### config.mk
export PLATFORM = sky130hd
export DESIGN_NAME = seq_arbiter
export DESIGN_NICKNAME = d
export VERILOG_FILES = /design/src/rtl/seq_arbiter.sv
export SDC_FILE = /design/constraint.sdc
export NUM_CORES = 1
export LEC_CHECK = 0
export CORE_MARGIN = 1.5
export CORE_UTILIZATION = 40
export DETAILED_ROUTE_END_ITERATION = 6
export PLACE_DENSITY = 0.66
export SLEW_MARGIN = 20
export SYNTH_ARGS = -nofsm -noshare
export SYNTH_HDL_FRONTEND = slang
export SYNTH_SLANG_ARGS = --single-unit
### constraint.sdc
create_clock -name clk_i -period 2.2 [get_ports clk_i]
set_input_delay 0.44 -clock clk_i [delete_from_list [all_inputs] [get_ports clk_i]]
set_output_delay 0.44 -clock clk_i [all_outputs]
set_load 0.05 [all_outputs]
### src/rtl/seq_arbiter.sv
// Round-robin arbiter that shares one F/G pulse sequencer among N requesters.
// Grants the sequencer, pulses Start, follows F then G to completion and
// aborts a stalled sequence with a one-cycle sequencer reset.
module seq_arbiter #(
    parameter int unsigned N       = 4,
    parameter int unsigned TIMEOUT = 8
) (
    input  logic         clk_i,
    input  logic         rst_ni,
    input  logic [N-1:0] req_i,
    input  logic         seq_f_i,
    input  logic         seq_g_i,
    output logic [N-1:0] grant_o,
    output logic         start_o,
    output logic         seq_reset_o,
    output logic [N-1:0] done_o,
    output logic         err_o,
    output logic         busy_o
);

    localparam int unsigned OwnerW = $clog2(N);
    localparam int unsigned TimerW = $clog2(TIMEOUT + 1);
    localparam logic [TimerW-1:0] TimerLast = TimerW'(TIMEOUT - 1);
    localparam logic [OwnerW-1:0] OwnerLast = OwnerW'(N - 1);
    localparam logic [OwnerW:0]   NWide     = (OwnerW + 1)'(N);
    localparam logic [N-1:0]      OneHot0   = {{(N - 1){1'b0}}, 1'b1};

    typedef enum logic [2:0] {
        StIdle,
        StStart,
        StWaitF,
        StWaitG,
        StDone,
        StAbort
    } state_e;

    state_e              state_q, state_d;
    logic [OwnerW-1:0]   owner_q, owner_d;
    logic [OwnerW-1:0]   ptr_q, ptr_d;
    logic [TimerW-1:0]   timer_q, timer_d;
    logic [N-1:0]        grant_q, grant_d;

    logic [OwnerW-1:0]   winner;
    logic [OwnerW:0]     search_sum;
    logic [OwnerW-1:0]   search_idx;
    logic [OwnerW-1:0]   next_ptr;

    // Winner search: scan downward so the last hit is the first set bit upward from ptr.
    always_comb begin
        winner     = ptr_q;
        search_sum = '0;
        search_idx = '0;
        for (int i = int'(N) - 1; i >= 0; i--) begin
            search_sum = {1'b0, ptr_q} + (OwnerW + 1)'(i);
            if (search_sum >= NWide) begin
                search_sum = search_sum - NWide;
            end
            search_idx = search_sum[OwnerW-1:0];
            if (req_i[search_idx]) begin
                winner = search_idx;
            end
        end
    end

    // Search start for the next arbitration: one past the requester just served.
    always_comb begin
        next_ptr = (owner_q == OwnerLast) ? '0 : owner_q + OwnerW'(1);
    end

    // Next-state logic for the service FSM, grant, owner, pointer and wait timer.
    always_comb begin
        state_d = state_q;
        owner_d = owner_q;
        ptr_d   = ptr_q;
        timer_d = timer_q;
        grant_d = grant_q;
        unique case (state_q)
            StIdle: begin
                if (|req_i) begin
                    owner_d = winner;
                    grant_d = OneHot0 << winner;
                    state_d = StStart;
                end
            end
            StStart: begin
                timer_d = '0;
                state_d = StWaitF;
            end
            StWaitF: begin
                if (seq_f_i) begin
                    timer_d = '0;
                    state_d = StWaitG;
                end else if (timer_q == TimerLast) begin
                    state_d = StAbort;
                end else begin
                    timer_d = timer_q + TimerW'(1);
                end
            end
            StWaitG: begin
                if (seq_g_i) begin
                    state_d = StDone;
                end else if (timer_q == TimerLast) begin
                    state_d = StAbort;
                end else begin
                    timer_d = timer_q + TimerW'(1);
                end
            end
            StDone, StAbort: begin
                grant_d = '0;
                ptr_d   = next_ptr;
                state_d = StIdle;
            end
            default: begin
                grant_d = '0;
                state_d = StIdle;
            end
        endcase
    end

    // State registers with synchronous active-low reset.
    always_ff @(posedge clk_i) begin
        if (!rst_ni) begin
            state_q <= StIdle;
            owner_q <= '0;
            ptr_q   <= '0;
            timer_q <= '0;
            grant_q <= '0;
        end else begin
            state_q <= state_d;
            owner_q <= owner_d;
            ptr_q   <= ptr_d;
            timer_q <= timer_d;
            grant_q <= grant_d;
        end
    end

    // Pulse outputs decoded from the registered state and owner.
    always_comb begin
        grant_o     = grant_q;
        start_o     = (state_q == StStart);
        seq_reset_o = (state_q == StAbort);
        err_o       = (state_q == StAbort);
        done_o      = (state_q == StDone) ? (OneHot0 << owner_q) : '0;
        busy_o      = (state_q != StIdle);
    end

endmodule

==> summary.txt, run 1 <==
Async SR Flop Fraction: 0
highest clock rate: 508.3 MHz
CTS Buf Count: 3
clock sinks: 15
Overflow after GRT: 0
wire per inst: 12.27 µm
Die H: 50.00 µm
drt initial violations: 13
worst min path class: register to register
combinational share of power: 0.284
Syn. warnings: 0
Die ar.: 0.002500 mm²
number of detailed-route iterations in the first pass: 4
clock power share: 0.250
H-tree depth: 1
max-cap viol count: 0
hold_buf cts: 0
Post-synth EDFFs: 0
crit-path max FO: 9
DP HPWL: 1518 µm
worst setup slack after layout: 0.2328 ns
Ant. Diodes: 0
post-synthesis sequential area ratio: 0.3399
Yosys reg bits: 15
Layout area overhead: 31.44%
area of the core: 0.002022 mm²
GPL Wtd Cong: 0.7845
Synth area leaders: dfxtp_1 34%, ha_1 7.1%, nand2_1 5.5%
Slew @ Worst Pin: 0.4936 ns
Skew-Pair Late Insertion Delay: 0.29 ns
Starting Density: 0.4369
first-pass GRT wire length: 3367 µm
initial antenna violation count: 0
clock tree root driver cell: clkbuf_4
placed insts: 155
final net count: 146
result of the run: complete, no violations
share of the synthesized area in the top cell type: 0.3399
Max Slew Vio Count: 0
Post-CTS Setup Inserts: 0
mapped cell area: 883.3 µm²
Post-Syn Nets: 123
normalized max-slew margin: 0.6699
arrival time at the worst endpoint: 1.53 ns
critical path required time: 1.76 ns
Via density: 5.226
CTS Buffer Depth: 2
final hold vios: 0
DRC Markers: 0
sw frac: 0.3479
sequential share of power: 0.466
vias in the first global route: 769
largest net degree at the start of global routing: 14
CTS clk-pin slew, worst paths: 0.10 ns
Die Wd: 50.00 µm
Main synth FF type: dfxtp_1
I/O Buffers: 19
share of post-route cells with drive strength above 1: 0.1364
skew final: 0.0002960 ns
crit path launch type: register
peak supply drop: 0.3274 mV
Mean Syn Cell Area: 8.030 µm²
Crit Path Category: register to output pin
dpl ws: 0.1683 ns
endpoints failing setup: 0
vias: 831
unrepaired setup endpoints after global routing: false
switching pwr: 0.2303 mW
Syn Inst Count: 110
crit share post-route: 0.8942
Post-Layout Cell Count: 159
Post-CTS Resized: 0
Leak Pwr: 0.4813 nW
PD cells: 570.0 mW/mm²
num rows: 16
setup TNS: 0 ns
final WL: 1951 µm
antenna-violating nets left: 0
Cell Int Power: 0.4316 mW
# IOs: 20
GRT Overall Usage: 0.1776
top cell type by total area after synthesis: dfxtp_1
CTS tree: built
Crit. End Element: output pin
synth unique cells: 32
fin crit period: 1.967 ns
==> path summary, 6_finish.rpt <==
kind / cells past startpoint / slack (ns) / start / endpoint
min: 2 / 0.46 / grant_o[3] / grant_o[3]
max: 3 / 0.23 / state_q[0] / done_o[2]
min reg2reg: 2 / 0.46 / grant_o[3] / grant_o[3]
max reg2reg: 5 / 0.66 / state_q[0] / timer_q[1]
==> power by group through the flow <==
stage               Sequential, mW  Clock (mW)  Combinational (mW)
detailed placement           0.314           0               0.188
global placement             0.314           0               0.184
finish                       0.309       0.165               0.188
global route                 0.312       0.185               0.207
CTS                          0.308       0.169               0.189
floorplan                    0.325           0               0.117
==> kinds of logic after synthesis <==
logic type | Yosys count | share of synthesized area
AOI/OAI and AO/OA | 27 | 0.2082
DFF | 15 | 0.3399
muxes | 2 | 0.02266
adders and majority gates | 5 | 0.07082
buffers and inverters | 8 | 0.03824
xor gates and xnor gates | 1 | 0.009917
and+or+nand+nor | 52 | 0.3102
==> cells in the final DEF (no fill, tap or decap), drive strengths merged <==
cell	count
or3	2
nand3	2
nand2b	1
nor2b	5
and2	2
and2b	2
xnor2	1
nand3b	2
clkdlybuf4s50	11
nand2	13
a211o	2
a211oi	1
a21boi	3
o311a	1
dfxtp	15
clkbuf	3
and3	6
buf	9
nor2	12
o211ai	1
a2bb2oi	1
nor3	4
o31ai	1
a31oi	2
inv	6
nor3b	1
ha	5
a21oi	7
o21ai	8
clkinv	1
mux2i	2
==> state kept, by name, summed over array words and instances, names as in the netlist <==
| signal | cells |
|---|---|
| state_q | 3 |
| ptr_q | 2 |
| owner_q | 2 |
| timer_q | 4 |
| grant_o | 4 |
==> layer usage <==
metal  track usage  vias to the layer above  wire length (µm)
met5             0                        -                 0
met3       0.04242                        4                76
met1        0.2212                      374               922
met2        0.2851                       23               916
li1              -                      430                 -
met4       0.08333                        0                34
==> critical path, stage by stage, from the launching register on <==
cell and delay, ns:
dfxtp_1 0.40, nor2_1 0.41, and3_1 0.28, buf_12 0.15
==> synth_stat cells (2+ instances only) <==
cell type	count
a211o_1	2
a21boi_0	2
a21oi_1	7
a31oi_1	2
and2_1	2
and2b_1	2
and3_1	6
dfxtp_1	15
ha_1	5
inv_1	6
mux2i_1	2
nand2_1	13
nand3_1	2
nand3b_1	2
nor2_1	11
nor2b_1	5
nor3_1	4
o21ai_0	7
or3_1	2
==> layout make-up <==
cell class                 count  area [µm²]
tap                           27       33.78
timing repair buffer          20       227.7
fill                         198       860.8
multi-input combinational     87       549.3
clock buffer                   3       22.52
clock inverter                 1       5.005
inverter                       6       22.52
sequential                    15       300.3
==> through the flow <==
step	cell area, µm²	util	hold WS (ns)	power, mW
after floorplan	883.3	-	0.4752	0.4422
after global placement	1134	0.5606	0.4496	0.4981
after detailed placement	1134	0.5606	0.4489	0.5025
after CTS	1161	0.5743	0.4692	0.6662
after global routing	1161	0.5743	0.5004	0.7045
final	1161	0.5743	0.4637	0.6619
Note: power is estimated with default switching activity, not from simulation.
==> run 2, diff against run 1 <==
--- a/config.mk
+++ b/config.mk
@@ -5,10 +5,12 @@
 export SDC_FILE = /design/constraint.sdc
 export NUM_CORES = 1
 export LEC_CHECK = 0
+export CORE_ASPECT_RATIO = 0.8
 export CORE_MARGIN = 1.5
 export CORE_UTILIZATION = 40
 export DETAILED_ROUTE_END_ITERATION = 6
 export PLACE_DENSITY = 0.66
+export RECOVER_POWER = 100
 export SLEW_MARGIN = 20
 export SYNTH_ARGS = -nofsm -noshare
 export SYNTH_HDL_FRONTEND = slang
==> run 2 against run 1 <==
Against the previous run: core utilization shrank 4.5 points; worst hold slack gained 0.0027 ns; total power shrank 1.0%; sequential share of layout area increased by 0.89 points; die area about the same; global-route usage rose by 0.12 points; largest cell class unchanged.
==> summary.txt, run 2 (synthesis gave the netlist of run 1 again) <==
dpl ws: 0.1631 ns (-0.005221 ns)
GRT Overall Usage: 0.1788 (+0.001218)
met3 WL: 72 µm (-5.3%)
Post-CTS Resized: 0 (unchanged)
crit path launch type: register
num rows: 15 (-1)
reg2reg start: state_q[0]
Buf/Inv on CP: 1 (unchanged)
DRC Markers: 0 (unchanged)
clock tree root driver cell: clkbuf_4
PD cells: 583.7 mW/mm² (+2.4%)
CTS clk-pin slew, worst paths: 0.11 ns (about the same)
crit path max-delay cell type: nor2_1
Crit. End Element: output pin
worst setup slack after layout: 0.1843 ns (-0.04852 ns)
Starting Density: 0.4165 (-0.02036)
wire per inst: 13.01 µm (+6.0%)
Filler cells: 210 (+6.1%)
Slew @ Worst Pin: 0.5300 ns (+0.03647 ns)
GPL Wtd Cong: 0.7740 (-1.3%)
met1 wire length: 969 µm (+5.1%)
register area: 300.3 µm² (unchanged)
Layout area overhead: 27.05%
CP startpoint: state_q[0]
Post-Layout Cell Count: 156 (-1.9%)
most common cell after layout, fill and taps aside: dfxtp_1
first-pass GRT wire length: 3381 µm (+0.42%)
CTS tree: built
largest net degree at the start of global routing: 14 (unchanged)
fin crit period: 2.016 ns (+0.04852 ns)
CTS Buffer Depth: 2 (unchanged)
CTS Buf Count: 3 (unchanged)
min-delay src: grant_o[1]
DP HPWL: 1550 µm (+2.1%)
normalized max-slew margin: 0.6453 (-0.02459)
crit-path cells: nor2_1 -> and3_1 -> buf_12
endpoints failing setup: 0 (unchanged)
clock sinks: 15 (unchanged)
Post-CTS Setup Inserts: 0 (unchanged)
vias in the first global route: 783 (+1.8%)
Max Slew Vio Count: 0 (unchanged)
peak supply drop: 0.3598 mV (+9.9%)
unrepaired setup endpoints after global routing: false
final instance area: 0.001122 mm² (-3.3%)
setup TNS: 0 ns (unchanged)
Die ar.: 0.002501 mm² (about the same)
area of the multi-input gates: 530.5 µm² (-3.4%)
Die Wd: 55.54 µm (+11%)
I/O Buffers: 19 (unchanged)
number of detailed-route iterations in the first pass: 3 (-1)
result of the run: complete, no violations
share of post-route cells with drive strength above 1: 0.1069 (-0.02949)
largest stage delay on the critical path: 0.46 ns (+0.05 ns)
placed insts: 152 (-1.9%)
initial antenna violation count: 0 (unchanged)
skew final: 0.009425 ns (+0.009129 ns)
Skew-Pair Late Insertion Delay: 0.30 ns (about the same)
Leak Pwr: 0.4813 nW (about the same)
antenna-violating nets left: 0 (unchanged)
arrival time at the worst endpoint: 1.58 ns (+0.05 ns)
hold_buf cts: 0 (unchanged)
final hold vios: 0 (unchanged)
drt initial violations: 14 (+1)
most frequent cells in the layout: 15 x dfxtp_1, 13 x nand2_1, 12 x nor2_1
CP delay by family, top: simple AND/OR/NAND/NOR gates
vias: 843 (+1.4%)
DR WL met2: 950 µm (+3.7%)
H-tree depth: 1 (unchanged)
Ant. Diodes: 0 (unchanged)
worst min path class: register to register
crit-path max FO: 9 (unchanged)
area of the core: 0.002121 mm² (+4.9%)
highest clock rate: 496.1 MHz (-2.4%)
max-cap viol count: 0 (unchanged)
# IOs: 20 (unchanged)
Crit Path Category: register to output pin
final WL: 2029 µm (+4.0%)
Overflow after GRT: 0 (unchanged)
placed cell area: 0.001124 mm² (-0.88%)
critical path required time: 1.76 ns (about the same)
Via density: 5.404 (+3.4%)
Max Used Layer: met4
Die H: 45.03 µm (-9.9%)
final net count: 145 (-0.68%)
crit share post-route: 0.9162 (+0.02205)
-- run 2: cell count changes in the layout (fill, tap and decap cells not counted), sizes merged --
cell	change
dlygate4sd3	+7
clkbuf	+4
clkdlybuf4s50	-7
buf	-5
-- run 2: area by class of cell --
cell class | count | area share
Clock inverter | 1 | 0.004459
Timing Repair Buffer | 19 | 0.1873
Sequential cell | 15 | 0.2676
Multi-Input combinational cell | 87 | 0.4727
Tap cell | 25 | 0.02787
Clock buffer | 3 | 0.02007
Inverter | 6 | 0.02007
-- run 2: tightest hold or removal path: cells and delay by family, from the launching register on --
| family | cells | cell delay (ns) |
|---|---|---|
| DFF | 1 | 0.33 |
| and+or+nand+nor | 1 | 0.05 |
| AOI/OAI and AO/OA | 1 | 0.05 |
-- run 2: power breakdown --
part	internal [mW]	switching (mW)	total (mW)
sequential	0.289	0.0200	0.309
combinational	0.0650	0.110	0.175
clock	0.0678	0.103	0.171
-- run 2: through the flow --
step	total power, mW	util	hold slack [ns]
after floorplan	0.4422	-	0.4752
after global placement	0.4973	0.5298	0.4500
after detailed placement	0.5020	0.5298	0.4496
after CTS	0.6689	0.5428	0.4670
after global routing	0.6864	0.5292	0.4941
final	0.6552	0.5292	0.4664
-- run 2: path summary, 6_finish.rpt --
path / endpoint / slack (ns) / cells past startpoint
worst max-delay path: done_o[1] / 0.18 / 3
worst min-delay path: grant_o[1] / 0.47 / 2
worst min register to register: grant_o[1] / 0.47 / 2
worst max register to register: timer_q[1] / 0.56 / 5
-- run 2: routing by layer --
| metal | up-vias | GRT usage |
|---|---|---|
| met5 | - | 0 |
| met4 | 0 | 0.1171 |
| met3 | 4 | 0.03438 |
| met2 | 18 | 0.3167 |
| met1 | 391 | 0.2035 |
| li1 | 430 | - |
==> run 3, diff against run 2 <==
--- a/config.mk
+++ b/config.mk
@@ -8,6 +8,7 @@
 export CORE_ASPECT_RATIO = 0.8
 export CORE_MARGIN = 1.5
 export CORE_UTILIZATION = 40
+export CTS_CLUSTER_DIAMETER = 120
 export DETAILED_ROUTE_END_ITERATION = 6
 export PLACE_DENSITY = 0.66
 export RECOVER_POWER = 100
@@ -15,3 +16,4 @@
 export SYNTH_ARGS = -nofsm -noshare
 export SYNTH_HDL_FRONTEND = slang
 export SYNTH_SLANG_ARGS = --single-unit
+export TNS_END_PERCENT = 30
==> results of run 3 <==
No change in the layout: final DEF, timing and power equal those of run 2.
